## src/rtl/oled_pkg.sv

```systemverilog
// rtl/oled_pkg.sv - shared types and constants for the OLED SPI controller
package oled_pkg;

  typedef enum logic [2:0] {
    ST_PWR_WAIT,
    ST_INIT,
    ST_CLR_CMD,
    ST_CLR_DATA,
    ST_DISP_ON,
    ST_IDLE,
    ST_HOST
  } state_e;

  typedef enum logic {
    PH_SEND,
    PH_GAP
  } phase_e;

  localparam int          CS_BIT    = 9;
  localparam int          DC_BIT    = 8;
  localparam logic [9:0]  IDLE_WORD = 10'h200;

  localparam int          INIT_LEN  = 25;
  localparam logic [4:0]  INIT_LAST = 5'd24;

  // Entry 0 sits in the least significant byte; the upper 56 bits pad the
  // table to 32 entries so any 5-bit index selects in range.
  localparam logic [255:0] INIT_TABLE = {
    56'h0,
    8'h14, 8'h8D, 8'h02, 8'h20, 8'h40, 8'hDB, 8'h12, 8'hDA, 8'hF1, 8'hD9,
    8'h80, 8'hD5, 8'h00, 8'hD3, 8'h3F, 8'hA8, 8'hA6, 8'hC8, 8'hA1, 8'hCF,
    8'h81, 8'h40, 8'h10, 8'h00, 8'hAE
  };

  localparam logic [7:0]  CMD_PAGE_BASE = 8'hB0;
  localparam logic [7:0]  CMD_COL_LO    = 8'h00;
  localparam logic [7:0]  CMD_COL_HI    = 8'h10;
  localparam logic [7:0]  CMD_DISP_ON   = 8'hAF;
  localparam logic [7:0]  CLR_FILL      = 8'h00;

  localparam logic [2:0]  PAGE_LAST     = 3'd7;
  localparam logic [6:0]  COL_LAST      = 7'd127;
  localparam logic [1:0]  CLR_CMD_LAST  = 2'd2;

endpackage

```

## src/rtl/oled_init_rom.sv

```systemverilog
// rtl/oled_init_rom.sv - combinational lookup of the power-up command list
module oled_init_rom
  import oled_pkg::*;
(
  input  logic [4:0] idx_i,
  output logic [7:0] cmd_o
);

  logic [7:0] bit_sel;

  // Pick one byte out of the packed command table.
  always_comb begin
    bit_sel = {idx_i, 3'b000};
    cmd_o   = INIT_TABLE[bit_sel +: 8];
  end

endmodule

```

## src/rtl/oled_spi_ctrl.sv

```systemverilog
// rtl/oled_spi_ctrl.sv - OLED power-up, screen clear and host byte sequencer
module oled_spi_ctrl
  import oled_pkg::*;
#(
  parameter logic [19:0] PWR_DLY = 20'd100000,
  parameter logic [9:0]  TMO     = 10'd1000
) (
  input  logic       clk_1m,
  input  logic       RST_n,
  output logic       spi_write_start,
  output logic [9:0] spi_data,
  input  logic       spi_write_done,
  input  logic       host_req,
  input  logic       host_dc,
  input  logic [7:0] host_byte,
  output logic       host_ack,
  output logic       ready,
  output logic       err
);

  state_e      state_q, state_d;
  phase_e      phase_q, phase_d;
  logic        gap_q, gap_d;
  logic [4:0]  idx_q, idx_d;
  logic [2:0]  page_q, page_d;
  logic [6:0]  col_q, col_d;
  logic [19:0] dly_q, dly_d;
  logic [9:0]  tmo_q, tmo_d;
  logic        err_q, err_d;
  logic        hdc_q, hdc_d;
  logic [7:0]  hbyte_q, hbyte_d;

  logic [7:0]  rom_cmd;
  logic        cur_dc;
  logic [7:0]  cur_byte;
  logic [9:0]  send_word;

  oled_init_rom u_rom (
    .idx_i (idx_q),
    .cmd_o (rom_cmd)
  );

  // Choose DC and byte for the active sequence step and form the writer word.
  always_comb begin
    cur_dc   = 1'b0;
    cur_byte = 8'h00;
    case (state_q)
      ST_INIT:     cur_byte = rom_cmd;
      ST_CLR_CMD: begin
        case (idx_q[1:0])
          2'd0:    cur_byte = CMD_PAGE_BASE | {5'd0, page_q};
          2'd1:    cur_byte = CMD_COL_LO;
          default: cur_byte = CMD_COL_HI;
        endcase
      end
      ST_CLR_DATA: begin
        cur_dc   = 1'b1;
        cur_byte = CLR_FILL;
      end
      ST_DISP_ON:  cur_byte = CMD_DISP_ON;
      ST_HOST: begin
        cur_dc   = hdc_q;
        cur_byte = hbyte_q;
      end
      default: ;
    endcase
    send_word         = IDLE_WORD;
    send_word[CS_BIT] = 1'b0;
    send_word[DC_BIT] = cur_dc;
    send_word[7:0]    = cur_byte;
  end

  // Next-state logic: top-level sequencing plus the shared SEND/GAP byte engine.
  always_comb begin
    state_d         = state_q;
    phase_d         = phase_q;
    gap_d           = gap_q;
    idx_d           = idx_q;
    page_d          = page_q;
    col_d           = col_q;
    dly_d           = dly_q;
    tmo_d           = tmo_q;
    err_d           = err_q;
    hdc_d           = hdc_q;
    hbyte_d         = hbyte_q;
    spi_write_start = 1'b0;
    spi_data        = IDLE_WORD;
    host_ack        = 1'b0;
    ready           = 1'b0;

    case (state_q)
      ST_PWR_WAIT: begin
        if (dly_q == PWR_DLY - 20'd1) begin
          state_d = ST_INIT;
          phase_d = PH_SEND;
          tmo_d   = 10'd0;
          dly_d   = 20'd0;
        end else begin
          dly_d = dly_q + 20'd1;
        end
      end

      ST_IDLE: begin
        ready = 1'b1;
        if (host_req) begin
          hdc_d   = host_dc;
          hbyte_d = host_byte;
          state_d = ST_HOST;
          phase_d = PH_SEND;
          tmo_d   = 10'd0;
        end
      end

      default: begin
        if (phase_q == PH_SEND) begin
          spi_write_start = 1'b1;
          spi_data        = send_word;
          // Done wins over a timeout landing on the same cycle.
          if (spi_write_done) begin
            phase_d = PH_GAP;
            gap_d   = 1'b0;
            tmo_d   = 10'd0;
          end else if (tmo_q == TMO - 10'd1) begin
            err_d   = 1'b1;
            phase_d = PH_GAP;
            gap_d   = 1'b0;
            tmo_d   = 10'd0;
          end else begin
            tmo_d = tmo_q + 10'd1;
          end
        end else begin
          host_ack = (state_q == ST_HOST) && !gap_q;
          if (!gap_q) begin
            gap_d = 1'b1;
          end else begin
            gap_d   = 1'b0;
            phase_d = PH_SEND;
            tmo_d   = 10'd0;
            case (state_q)
              ST_INIT: begin
                if (idx_q == INIT_LAST) begin
                  idx_d   = 5'd0;
                  state_d = ST_CLR_CMD;
                end else begin
                  idx_d = idx_q + 5'd1;
                end
              end
              ST_CLR_CMD: begin
                if (idx_q[1:0] == CLR_CMD_LAST) begin
                  idx_d   = 5'd0;
                  col_d   = 7'd0;
                  state_d = ST_CLR_DATA;
                end else begin
                  idx_d = idx_q + 5'd1;
                end
              end
              ST_CLR_DATA: begin
                if (col_q == COL_LAST) begin
                  col_d = 7'd0;
                  if (page_q == PAGE_LAST) begin
                    page_d  = 3'd0;
                    state_d = ST_DISP_ON;
                  end else begin
                    page_d  = page_q + 3'd1;
                    state_d = ST_CLR_CMD;
                  end
                end else begin
                  col_d = col_q + 7'd1;
                end
              end
              default: state_d = ST_IDLE;
            endcase
          end
        end
      end
    endcase
  end

  assign err = err_q;

  // State and counter registers; reset aborts any transfer and restarts power-up.
  always_ff @(posedge clk_1m or negedge RST_n) begin
    if (!RST_n) begin
      state_q <= ST_PWR_WAIT;
      phase_q <= PH_SEND;
      gap_q   <= 1'b0;
      idx_q   <= 5'd0;
      page_q  <= 3'd0;
      col_q   <= 7'd0;
      dly_q   <= 20'd0;
      tmo_q   <= 10'd0;
      err_q   <= 1'b0;
      hdc_q   <= 1'b0;
      hbyte_q <= 8'h00;
    end else begin
      state_q <= state_d;
      phase_q <= phase_d;
      gap_q   <= gap_d;
      idx_q   <= idx_d;
      page_q  <= page_d;
      col_q   <= col_d;
      dly_q   <= dly_d;
      tmo_q   <= tmo_d;
      err_q   <= err_d;
      hdc_q   <= hdc_d;
      hbyte_q <= hbyte_d;
    end
  end

endmodule

```

## config.mk

```make
export PLATFORM = sky130hd
export DESIGN_NAME = oled_spi_ctrl
export DESIGN_NICKNAME = d
export VERILOG_FILES = /design/src/rtl/oled_pkg.sv /design/src/rtl/oled_init_rom.sv /design/src/rtl/oled_spi_ctrl.sv
export SDC_FILE = /design/constraint.sdc
export NUM_CORES = 1
export LEC_CHECK = 0
export BUFFER_PORTS_ARGS = -buffer_cell sky130_fd_sc_hd__buf_2
export CAP_MARGIN = 20
export CELL_PAD_IN_SITES_DETAIL_PLACEMENT = 1
export CELL_PAD_IN_SITES_GLOBAL_PLACEMENT = 1
export CORE_UTILIZATION = 43
export CTS_CLUSTER_DIAMETER = 100
export CTS_CLUSTER_SIZE = 24
export DETAILED_ROUTE_END_ITERATION = 10
export GPL_TIMING_DRIVEN = 0
export PLACE_DENSITY_LB_ADDON = 0.1
export SLEW_MARGIN = 10
export SYNTH_ARGS = -nofsm -noshare
export SYNTH_HDL_FRONTEND = slang
export SYNTH_SLANG_ARGS = --single-unit
```

## constraint.sdc

```tcl
create_clock -name clk_1m -period 5.3 [get_ports clk_1m]
set_input_delay 1.325 -clock clk_1m [delete_from_list [all_inputs] [get_ports clk_1m]]
set_output_delay 1.325 -clock clk_1m [all_outputs]
set_load 0.02 [all_outputs]
```

Word level (Yosys, flattened, before mapping) --
Cells that the tools add are included.
Storage, ports and cells: flip-flop bits (word level) 60, logic and storage cells 104
Cells by class: add/sub/neg operators 5, eq/ne operators 20, shift-type cells 1, muxes and demuxes 45, bitwise logic cells 3, reduce and logical (&&, ||, !) cells 19
Operators with widths (number):
- 256-bit by 9-bit indexed part select with 8-bit output, first input constant | 1
- 10-bit 2-to-1 mux | 8
- 8-bit case mux with 4 select lines | 1
- 3-bit 2-to-1 mux | 9
- 20-bit by 1-bit adder with 20-bit output, second input constant | 1
- 20-bit by 17-bit == test with 1-bit output, second input constant | 1
- 20-bit 2-to-1 mux | 1
- 10-bit case mux with 2 select lines | 1
- 8-bit case mux with 2 select lines | 1
- 1-bit 2-to-1 mux | 14
- 7-bit 2-to-1 mux | 2
- 7-bit case mux with 2 select lines | 1
- 3-bit == test, second input constant | 4
- 10-bit by 1-bit adder with 10-bit output, second input constant | 1
- 10-bit == test, second input constant | 1
- 5-bit 2-to-1 mux | 2
- 5-bit case mux with 2 select lines | 1
- 5-bit AND reduction | 2
- 3-bit case mux with 3 select lines | 1
- 3-bit nonzero test | 3
- 4-bit != test, second input constant | 2
- 4-bit AND reduction | 2
- 7-bit by 1-bit adder with 7-bit output, second input constant | 1
- 7-bit == test, second input constant | 1
- other kinds (22) | 31

Depth between registers and ports, before layout --
Gate-level depths: netlist (run 1).
word-level depth 7, mapped depth 9

By module --
A second synthesis (run 1) with hierarchy kept.
Unflattened totals: cells, all modules 430, area, all modules 3953.8 um^2
Modules (own cells, without submodules):
- oled_spi_ctrl | times used 1, cells an instance 370, area each 3510.9 um^2, sequential area each 1501.4 um^2
- oled_init_rom | times used 1, cells an instance 60, area each 442.9 um^2, sequential area each 0.0 um^2

Worst setup path before layout (run 1) --
OpenSTA, ideal clock, no wires.
kind register -> output, start register idx_q[0], end output spi_data[0], arrival 2.067 ns, required time 3.975 ns, setup slack 1.908 ns, cell stages (with the launch flop) 8, buffers on the path 1, cell sequence dfrtp_1 clkbuf_1 inv_1 ha_1 o21a_1 o21ai_0 a31oi_1 a211oi_1
On the way: word-level cells in the longest chain between the ends 5
Ends and longest elaborated chain:
- from (decl) | RTL line oled_spi_ctrl.sv:24 | logic [4:0] idx_q, idx_d;
- from (signal assigned) | RTL line oled_spi_ctrl.sv:199 | idx_q <= idx_d;
- branches (longest 2 deep; another with 256-bit by 9-bit indexed part select with 8-bit output)
- 8-bit case mux with 4 select lines (*) | RTL line oled_spi_ctrl.sv:47 | case (state_q)
- 10-bit 2-to-1 mux (*) | RTL line oled_spi_ctrl.sv:115 | if (phase_q == PH_SEND) begin
- 10-bit 2-to-1 mux (*) | RTL line oled_spi_ctrl.sv:91 | case (state_q)
- to (decl) | RTL line oled_spi_ctrl.sv:11 | output logic [9:0] spi_data,
Every way passes the cells marked *.

Worst setup path after layout (run 1) --
start register idx_q[0], end output spi_data[3]
On the way: word-level cells in the longest chain between the ends 4
Ends and longest elaborated chain:
- 256-bit by 9-bit indexed part select with 8-bit output | RTL line oled_init_rom.sv:14 | cmd_o = INIT_TABLE[bit_sel +: 8];
- 8-bit case mux with 4 select lines | RTL line oled_spi_ctrl.sv:47
- 10-bit 2-to-1 mux | RTL line oled_spi_ctrl.sv:115
- 10-bit 2-to-1 mux | RTL line oled_spi_ctrl.sv:91
Every way passes these cells.

==> results of run 1 <==
where the power goes:
part | switching [uW] | leakage (uW) | internal (uW)
Combinational | 433 | 0.000954 | 260
Sequential | 55.0 | 0.000818 | 501
Clock | 194 | 0.000107 | 278
Yosys cell counts (8+ instances only):
cell      count  area share
dfrtp_1      60        0.40
nand2_1      47       0.047
nor2_1       33       0.033
o21ai_0      31       0.041
a21oi_1      28       0.037
nand3_1      20       0.027
mux2_2       17       0.051
ha_1         14       0.047
nand2b_1     11       0.018
nor3_1       11       0.015
xnor2_1      11       0.026
and3_1        8       0.013
clkbuf_1      8      0.0080
inv_1         8      0.0080
critical path: stages, from the launching register on:
cell and delay, ns:
dfrtp_1 0.45, clkbuf_1 0.34, inv_1 0.22, ha_1 0.25, clkbuf_1 0.24, mux4_2 0.50, mux2_2 0.27, nand2_1 0.09
a21oi_1 0.07, buf_2 0.18
cells in the final DEF, fill, tap and decap left out, drive strengths merged, types with 4 or more instances in the layout:
cell type and count:
xnor2 11, and3 8, inv 8, nand2 47, nand2b 11, clkbuf 20
a21oi 28, ha 14, o31ai 7, nand3 20, or3 4, nor2b 6
buf 35, dfrtp 60, o41ai 4, mux2i 6, xor2 4, and2 4
o22ai 5, nor2 35, mux2 17, nand4 5, nor3 12, o21ai 32
layer usage:
metal / share of wire / global-route usage / vias to the layer above
li1: - / - / 1571
met1: 0.49 / 0.345 / 1634
met2: 0.47 / 0.397 / 46
met3: 0.033 / 0.0343 / 2
met4: 0.0036 / 0.0720 / 0
met5: 0 / 0 / -
through the flow:
stage,std cells,cell area (um2)
3_3_place_gp,544,4010
3_5_place_dp,544,4010
6_report,560,4230
2_1_floorplan,413,3740
5_1_grt,560,4230
4_1_cts,560,4230
logic make-up (layout without fill, tap and decap cells):
| logic type | count (synthesis) | after routing |
|---|---|---|
| fa+ha+maj | 14 | 14 |
| xor+xnor | 15 | 15 |
| buf+inv | 25 | 67 |
| compound gates | 105 | 105 |
| simple gates | 170 | 170 |
| mux | 24 | 24 |
| flops | 60 | 60 |
state kept, by name, indices dropped and copies added (netlist names), 3 cells and up:
signal	flops
page_q	3
state_q	3
dly_q	20
tmo_q	10
hbyte_q	8
idx_q	5
col_q	7
worst max-delay path by stage:
stage                        start           to  slack [ns]  cells past startpoint
after floorplan           idx_q[0]  spi_data[0]        1.91                      7
after global placement    idx_q[0]  spi_data[3]        1.46                      9
after detailed placement  idx_q[0]  spi_data[3]        1.40                      9
after CTS                 idx_q[0]  spi_data[3]        1.02                      9
after global routing      idx_q[0]  spi_data[3]        0.85                      9
final                     idx_q[0]  spi_data[3]        1.02                      9
final cells by class:
cell class / count / share of cell area
multi-input combinational: 328 / 0.504
sequential: 60 / 0.355
clock buffer: 12 / 0.0343
timing repair buffer: 26 / 0.0314
tap: 105 / 0.0311
buffer: 17 / 0.0198
clock inverter: 4 / 0.0172
inverter: 8 / 0.00711
==> metrics.txt, run 1 <==
# port buffers 26; die width 95.3 um; flop2flop setup slack 2.88 ns; worst-path maximum fanout 10; CP Class reg2out; vias in the first global route 3,376; area of the multi-input gates 2130 um2; GRT Residual Overflow 0; Synth Area in XOR/XNOR 0.0351; FFs w/ async S/R, synth 1.00; CTS HTree Levels 3; Gate Count Post-Synth 413; Setup-failing EPs final 0; Post-Synth Adder-Cell Area 0.0468; Critical R2R Launch idx_q[0]; post-layout util 0.507; register area share after synthesis 0.401; Final Power 1720 uW; post-CTS setup buffer count 0; post-DP HPWL 7.32 mm; Net Count, Synth 440; cell area power density 407 nW/um2; die area 9080 um2; Reg2Reg Capture Point idx_q[4]; cts bufs inserted 9; Final Hold Fails 0; CTS Hold Bufs 0; Rows 33; worst endpoint required time 3.97 ns; worst hold path class reg2reg; largest family of logic cells by synthesized area simple AND/OR/NAND/NOR gates; EDFF count, synth 0; dpl ws 1.40 ns; Worst R2R Path Depth 7; Slew Limit Fails 0; register area 1500 um2; final hold slack 0.484 ns; Worst Hold Path Cells 1; GRT Util Overall 0.247; clock buffer depth 2; Yosys cell types 63; status finished clean; DRT iter0 DRCs 126; DRT Pass-1 Iters 4; I/O Pins 27; routed len/inst 18.3 um; Synth Area in Compound Gates 0.177; Avg Cell Area, Syn 9.06 um2; simple-gate share of the synthesized area 0.237; leading register cell type out of synthesis dfrtp_1; layout cells sized above 1 0.167; fmax 234 MHz; hold path startpoint dly_q[19]; setup TNS 0 ns; CTS Root Cell clkbuf_8; CORE AREA 8340 um2; post-route minimum period 4.28 ns; post-route setup slack 1.02 ns; Leak Pwr 0.00188 uW; startpoint types flip-flop; yosys synthesis warning count 0; fin nets 477; Rel. slew slack 0.461; Mapped Area 3740 um2; Area Growth Syn to Fin 12.9%; Inserted Diodes 0; CTS tree done; initial antenna violation count 0; TritonCTS Sinks 60; Seq cells post-synth 60; Critical Path End Type primary output; Skew-Pair Late Insertion Delay 0.34 ns; fill count 990; number of max-cap violations 0; hold endpoint dly_q[19]; maximum vdd ir drop 0.190 mV; CTS-repair resized insts 0; Post-Route Skew 0.0126 ns; Tcrit/Tclk final 0.808; unrepaired setup endpoints after global routing false; Post-Route WL 10.2 mm; Worst-path clk slew 0.07 ns; post-synthesis mux area share 0.0732; Arrival @ worst endpoint 2.96 ns; initial core utilization 0.449; Via Count 3,253; Least-Margin Pin Slew 0.809 ns; gpl congestion 0.805; Final ANT Viol Nets 0; Via density 5.81; first-pass GRT wire length 17.1 mm; DRC Markers 0; largest net degree at the start of global routing 61; die height 95.3 um
Note: power is estimated with default switching activity, not from simulation.
==> run 2: changes to the inputs <==
==> constraint.sdc (replaced) <==
create_clock -name clk_1m -period 3.99 [get_ports clk_1m]
set_input_delay 0.9975 -clock clk_1m [delete_from_list [all_inputs] [get_ports clk_1m]]
set_output_delay 0.9975 -clock clk_1m [all_outputs]
set_load 0.02 [all_outputs]
==> run 2 against run 1 <==
Effect of this change: power increased by 33%; clock power increased by 33%; design area about the same; setup slack got worse by 0.80 ns; register-to-register slack got worse by 1.1 ns; global-route usage unchanged; non-clock buffer count unchanged; die area unchanged; critical path type unchanged; highest routed layer unchanged.
==> metrics.txt, run 2 (synthesis gave the netlist of run 1 again) <==
status finished clean; Final Hold Fails 0 (unchanged); largest incremental delay on the critical path 0.50 ns (about the same); max reg flops 20 (unchanged); unrepaired setup endpoints after global routing false; Area Growth Syn to Fin 12.9% (about the same); post-route minimum period 3.77 ns; Leak Pwr 0.00188 uW (+0.16%); die area 9080 um2 (unchanged); post-CTS setup buffer count 0 (unchanged); CP Class reg2out; CP Cell Sequence clkbuf_2, inv_1, ha_1, clkbuf_1, mux4_2, mux2_2, nand2_1, a21oi_1, buf_2; GRT Residual Overflow 0 (unchanged); GRT Util Overall 0.247 (unchanged); layout cells sized above 1 0.169 (+0.00220); clock buffer depth 2 (unchanged); worst-path maximum fanout 10 (unchanged); cell area power density 541 nW/um2 (+33%); CTS HTree Levels 3 (unchanged); Critical Path End Type primary output; most frequent cells in the layout dfrtp_1, nand2_1, nor2_1; Worst Hold Path Cells 1 (unchanged); initial antenna violation count 0 (unchanged); Least-Margin Pin Slew 0.809 ns (unchanged); CTS tree done; first-pass GRT wire length 17.1 mm (unchanged); Skew-Pair Late Insertion Delay 0.34 ns (about the same); gpl congestion 0.805 (unchanged); Final Power 2290 uW (+33%); CTS Hold Bufs 0 (unchanged); DRC Markers 0 (unchanged); Post-Route Skew 0.0126 ns (-0.000000100 ns); fin nets 477 (unchanged); fill count 989 (-0.10%); Inserted Diodes 0 (unchanged); Via Count 3,258 (+0.15%); CTS-repair resized insts 0 (unchanged); final hold slack 0.484 ns (unchanged); die width 95.3 um (unchanged); I/O Pins 27 (unchanged); vias in the first global route 3,376 (unchanged); DRT Pass-1 Iters 4 (unchanged); largest net degree at the start of global routing 61 (unchanged); number of max-cap violations 0 (unchanged); setup TNS 0 ns (unchanged); Rows 33 (unchanged); fmax 265 MHz; Worst-path clk slew 0.07 ns (about the same); Tcrit/Tclk final 0.945; post-route setup slack 0.220 ns (-0.798 ns); DRT iter0 DRCs 123 (-2.4%); maximum vdd ir drop 0.252 mV (+33%); cts bufs inserted 9 (unchanged); worst endpoint required time 2.99 ns (-0.98 ns); top flop regs dly_q (20), tmo_q (10), hbyte_q (8); post-DP HPWL 7.32 mm (unchanged); CTS Root Cell clkbuf_8; Final ANT Viol Nets 0 (unchanged); Via density 5.82 (+0.15%); die height 95.3 um (unchanged); CORE AREA 8340 um2 (unchanged); dpl ws 0.420 ns (-0.983 ns); CP max stage cell mux4_2; initial core utilization 0.449 (unchanged); TritonCTS Sinks 60 (unchanged); Setup-failing EPs final 0 (unchanged); Most flops, register dly_q; most common cell after layout, fill and taps aside dfrtp_1; startpoint types flip-flop; Rel. slew slack 0.461 (unchanged); # port buffers 26 (unchanged); Worst R2R Path Depth 7 (unchanged); worst hold path class reg2reg; Arrival @ worst endpoint 2.77 ns (-0.19 ns); routed len/inst 18.3 um (about the same); Post-Route WL 10.2 mm (about the same); Slew Limit Fails 0 (unchanged)
-- run 2: cell counts in the layout (fill, tap and decap cells not counted) --
No cell type changed its count.
-- run 2: path summary, 6_finish.rpt --
path | startpoint | to | slack, ns
setup / recovery | idx_q[0] | spi_data[3] | 0.22
hold / removal | dly_q[19] | dly_q[19] | 0.48
setup reg to reg | idx_q[0] | idx_q[4] | 1.75
hold reg to reg | dly_q[19] | dly_q[19] | 0.48
max in group asynchronous | RST_n | dly_q[6] | 2.70
min in group asynchronous | RST_n | idx_q[3] | 0.73
-- run 2: final cells by class --
cell class / instances / area [um2] / share of cell area
plain buffers: 17 / 85.1 / 0.0201
clock buffers: 12 / 145 / 0.0343
clock inverters: 4 / 72.6 / 0.0172
inverters: 8 / 30.0 / 0.00710
multi-input cells: 328 / 2130 / 0.504
flip-flops and latches: 60 / 1500 / 0.355
well taps: 105 / 131 / 0.0311
repair buffers: 26 / 133 / 0.0314
-- run 2: where the power goes --
part	total, uW	leakage (uW)	internal [uW]	switching (uW)
registers	738	0.000818	665	72.7
logic	921	0.000957	346	575
clock network	627	0.000107	369	258
total	2290	0.00188	1380	905
-- run 2: layer usage --
metal	GRT usage	part of all wire
met3	0.0343	0.032
met2	0.397	0.47
met1	0.345	0.49
met4	0.0720	0.0036
met5	0	0
-- run 2: critical path: cells and delay by family (launching register included) --
kind	cells	cell delay [ns]
multiplexers	2	0.77
flip-flops	1	0.45
buffers and inverters	4	0.83
adder cells (fa/ha/maj)	1	0.24
AND/OR/NAND/NOR	1	0.09
AO/OA/AOI/OAI	1	0.07
-- run 2: stage by stage --
stage / instances / utilization / area, um2
2_1_floorplan: 413 / - / 3740
3_3_place_gp: 544 / 0.480 / 4010
3_5_place_dp: 544 / 0.480 / 4010
4_1_cts: 560 / 0.507 / 4230
5_1_grt: 560 / 0.507 / 4230
6_report: 560 / 0.507 / 4230
==> run 3: changes to the inputs <==
--- a/config.mk
+++ b/config.mk
@@ -14,7 +14,7 @@
 export CTS_CLUSTER_SIZE = 24
 export DETAILED_ROUTE_END_ITERATION = 10
 export GPL_TIMING_DRIVEN = 0
-export PLACE_DENSITY_LB_ADDON = 0.1
+export PLACE_DENSITY = 0.77
 export SLEW_MARGIN = 10
 export SYNTH_ARGS = -nofsm -noshare
 export SYNTH_HDL_FRONTEND = slang
==> run 3 against run 2 <==
Effect of this change: routed wire length fell by 5.4%; non-clock buffer count unchanged; critical path depth did not move; worst hold slack better by 0.0062 ns; clock skew fell by 0.0012 ns; register-to-register slack worse by 0.04 ns; sequential cell count did not move.
==> metrics.txt, run 3 (synthesis gave the netlist of run 1 again) <==
setup TNS 0 ns (unchanged); CP Class reg2out; # port buffers 26 (unchanged); Inserted Diodes 0 (unchanged); Slew Limit Fails 0 (unchanged); largest net degree at the start of global routing 61 (unchanged); cell area power density 545 nW/um2 (+0.85%); TritonCTS Sinks 60 (unchanged); initial antenna violation count 0 (unchanged); first-pass GRT wire length 16.8 mm (-1.9%); Area Growth Syn to Fin 13.3%; Worst R2R Path Depth 7 (unchanged); hold endpoint dly_q[19]; vias in the first global route 3,396 (+0.59%); clock share of power 0.283 (+0.009); Rel. slew slack 0.484 (+0.0233); placed inst area 4010 um2 (unchanged); WL met1 4.73 mm (-5.7%); worst hold path class reg2reg; GRT Util Overall 0.239 (-0.00817); Final Hold Fails 0 (unchanged); Most flops, register dly_q; post-layout util 0.509 (+0.00195); Via density 5.79 (-0.56%); unrepaired setup endpoints after global routing false; Buf+Inv Stages, Crit Path 4 (unchanged); Via Count 3,234 (-0.74%); Met2 Routed Length 4.59 mm (-5.4%); status finished clean; max reg flops 20 (unchanged); DRT iter0 DRCs 121 (-1.6%); top flop regs dly_q (20), tmo_q (10), hbyte_q (8); CTS HTree Levels 3 (unchanged); most frequent cells in the layout dfrtp_1, nand2_1, nor2_1; area of the multi-input gates 2130 um2 (unchanged); DRT Pass-1 Iters 5 (+1); clock buffer depth 2 (unchanged); Reg2Reg Capture Point idx_q[4]; Skew-Pair Late Insertion Delay 0.35 ns (about the same); Post-Route Skew 0.0114 ns (-0.00119 ns); Worst-path clk slew 0.07 ns (about the same); die area 9080 um2 (unchanged); Comb pwr share 0.397 (-0.006); maximum vdd ir drop 0.199 mV (-21%); CP max stage cell mux4_2; largest incremental delay on the critical path 0.50 ns (about the same); met3 WL 281 um (-15%); worst endpoint required time 2.99 ns (about the same); post-DP HPWL 6.87 mm (-6.2%); Post-Route WL 9.68 mm (-5.4%); layout cells sized above 1 0.172 (+0.00258); startpoint types flip-flop; DRC Markers 0 (unchanged); die width 95.3 um (unchanged); Least-Margin Pin Slew 0.774 ns (-0.0349 ns); die height 95.3 um (unchanged); Pint 1410 uW (+2.4%); CP Cell Sequence clkbuf_2, inv_1, ha_1, clkbuf_1, mux4_2, mux2_2, nand2_1, a21oi_1, buf_2; Tcrit/Tclk final 0.962 (+0.0167); post-route minimum period 3.84 ns (+0.0668 ns); fmax 261 MHz (-1.7%); cts bufs inserted 9 (unchanged); Setup-failing EPs final 0 (unchanged); post-CTS setup buffer count 0 (unchanged); CTS tree done; final hold slack 0.490 ns (+0.00619 ns); worst-path maximum fanout 10 (unchanged); GRT Residual Overflow 0 (unchanged); fill count 998 (+0.91%); Switching Fraction 0.389 (-0.00665); I/O Pins 27 (unchanged); Rows 33 (unchanged); Top Layer Used met4; gpl congestion 0.860 (+6.7%); CP top delay family buffers and inverters; hold path startpoint dly_q[19]; number of max-cap violations 0 (unchanged); Critical R2R Launch idx_q[0]; flop2flop setup slack 1.71 ns (-0.04 ns); Final ANT Viol Nets 0 (unchanged); post-layout instance area 4240 um2 (+0.38%); register area 1500 um2 (unchanged); most common cell after layout, fill and taps aside dfrtp_1; Leak Pwr 0.00189 uW (+0.64%); Worst Hold Path Cells 1 (unchanged); CORE AREA 8340 um2 (unchanged); Sequential Power Share 0.320 (-0.003); Arrival @ worst endpoint 2.84 ns (+0.07 ns); CTS Root Cell clkbuf_8; Critical Path End Type primary output; Switch Pwr 901 uW (-0.46%); routed len/inst 17.3 um (-5.3%); fin nets 477 (unchanged); initial core utilization 0.449 (unchanged)
[run 3: cell count changes in the layout (fill, tap and decap cells not counted)]
cell,change
clkbuf_1,-2
clkbuf_8,+2
clkinv_2,-1
clkinvlp_4,-1
clkinv_4,+1
[run 3: power groups by stage]
stage	Sequential (uW)	Clock [uW]	Combinational [uW]
floorplan	727	0	669
CTS	742	666	915
global placement	747	0	873
global route	753	694	1020
detailed placement	752	0	900
finish	741	654	919
[run 3: worst max-delay path by stage]
stage / slack [ns] / from / cells after the start / to
2_1_floorplan: 0.93 / idx_q[0] / 7 / spi_data[0]
3_3_place_gp: 0.45 / idx_q[0] / 9 / spi_data[3]
3_5_place_dp: 0.42 / idx_q[0] / 9 / spi_data[3]
4_1_cts: 0.02 / idx_q[0] / 9 / spi_data[3]
5_1_grt: 0.01 / idx_q[0] / 9 / spi_data[3]
6_report: 0.15 / idx_q[0] / 9 / spi_data[3]
[run 3: layer usage]
metal / track usage / up-vias
li1: - / 1573
met1: 0.330 / 1609
met2: 0.383 / 45
met3: 0.0431 / 7
met4: 0.0682 / 0
met5: 0 / -
[run 3: what timing repair did]
item | CTS | global route
resized for setup | 0 | 2
setup endpoints to repair | 0 | 1
hold buffers | 0 | 0
[run 3: stage by stage]
stage | setup slack, ns | instances | power (uW)
3_3_place_gp | 0.450 | 544 | 1620
2_1_floorplan | 0.925 | 413 | 1400
3_5_place_dp | 0.419 | 544 | 1650
6_report | 0.153 | 559 | 2310
4_1_cts | 0.0156 | 559 | 2320
5_1_grt | 0.0141 | 559 | 2470
[run 3: cell type report]
class / instances / area share
plain buffers: 17 / 0.0201
clock buffers: 12 / 0.0389
clock inverters: 3 / 0.0162
inverters: 8 / 0.00708
multi-input cells: 328 / 0.502
flip-flops and latches: 60 / 0.354
well taps: 105 / 0.0310
repair buffers: 26 / 0.0313
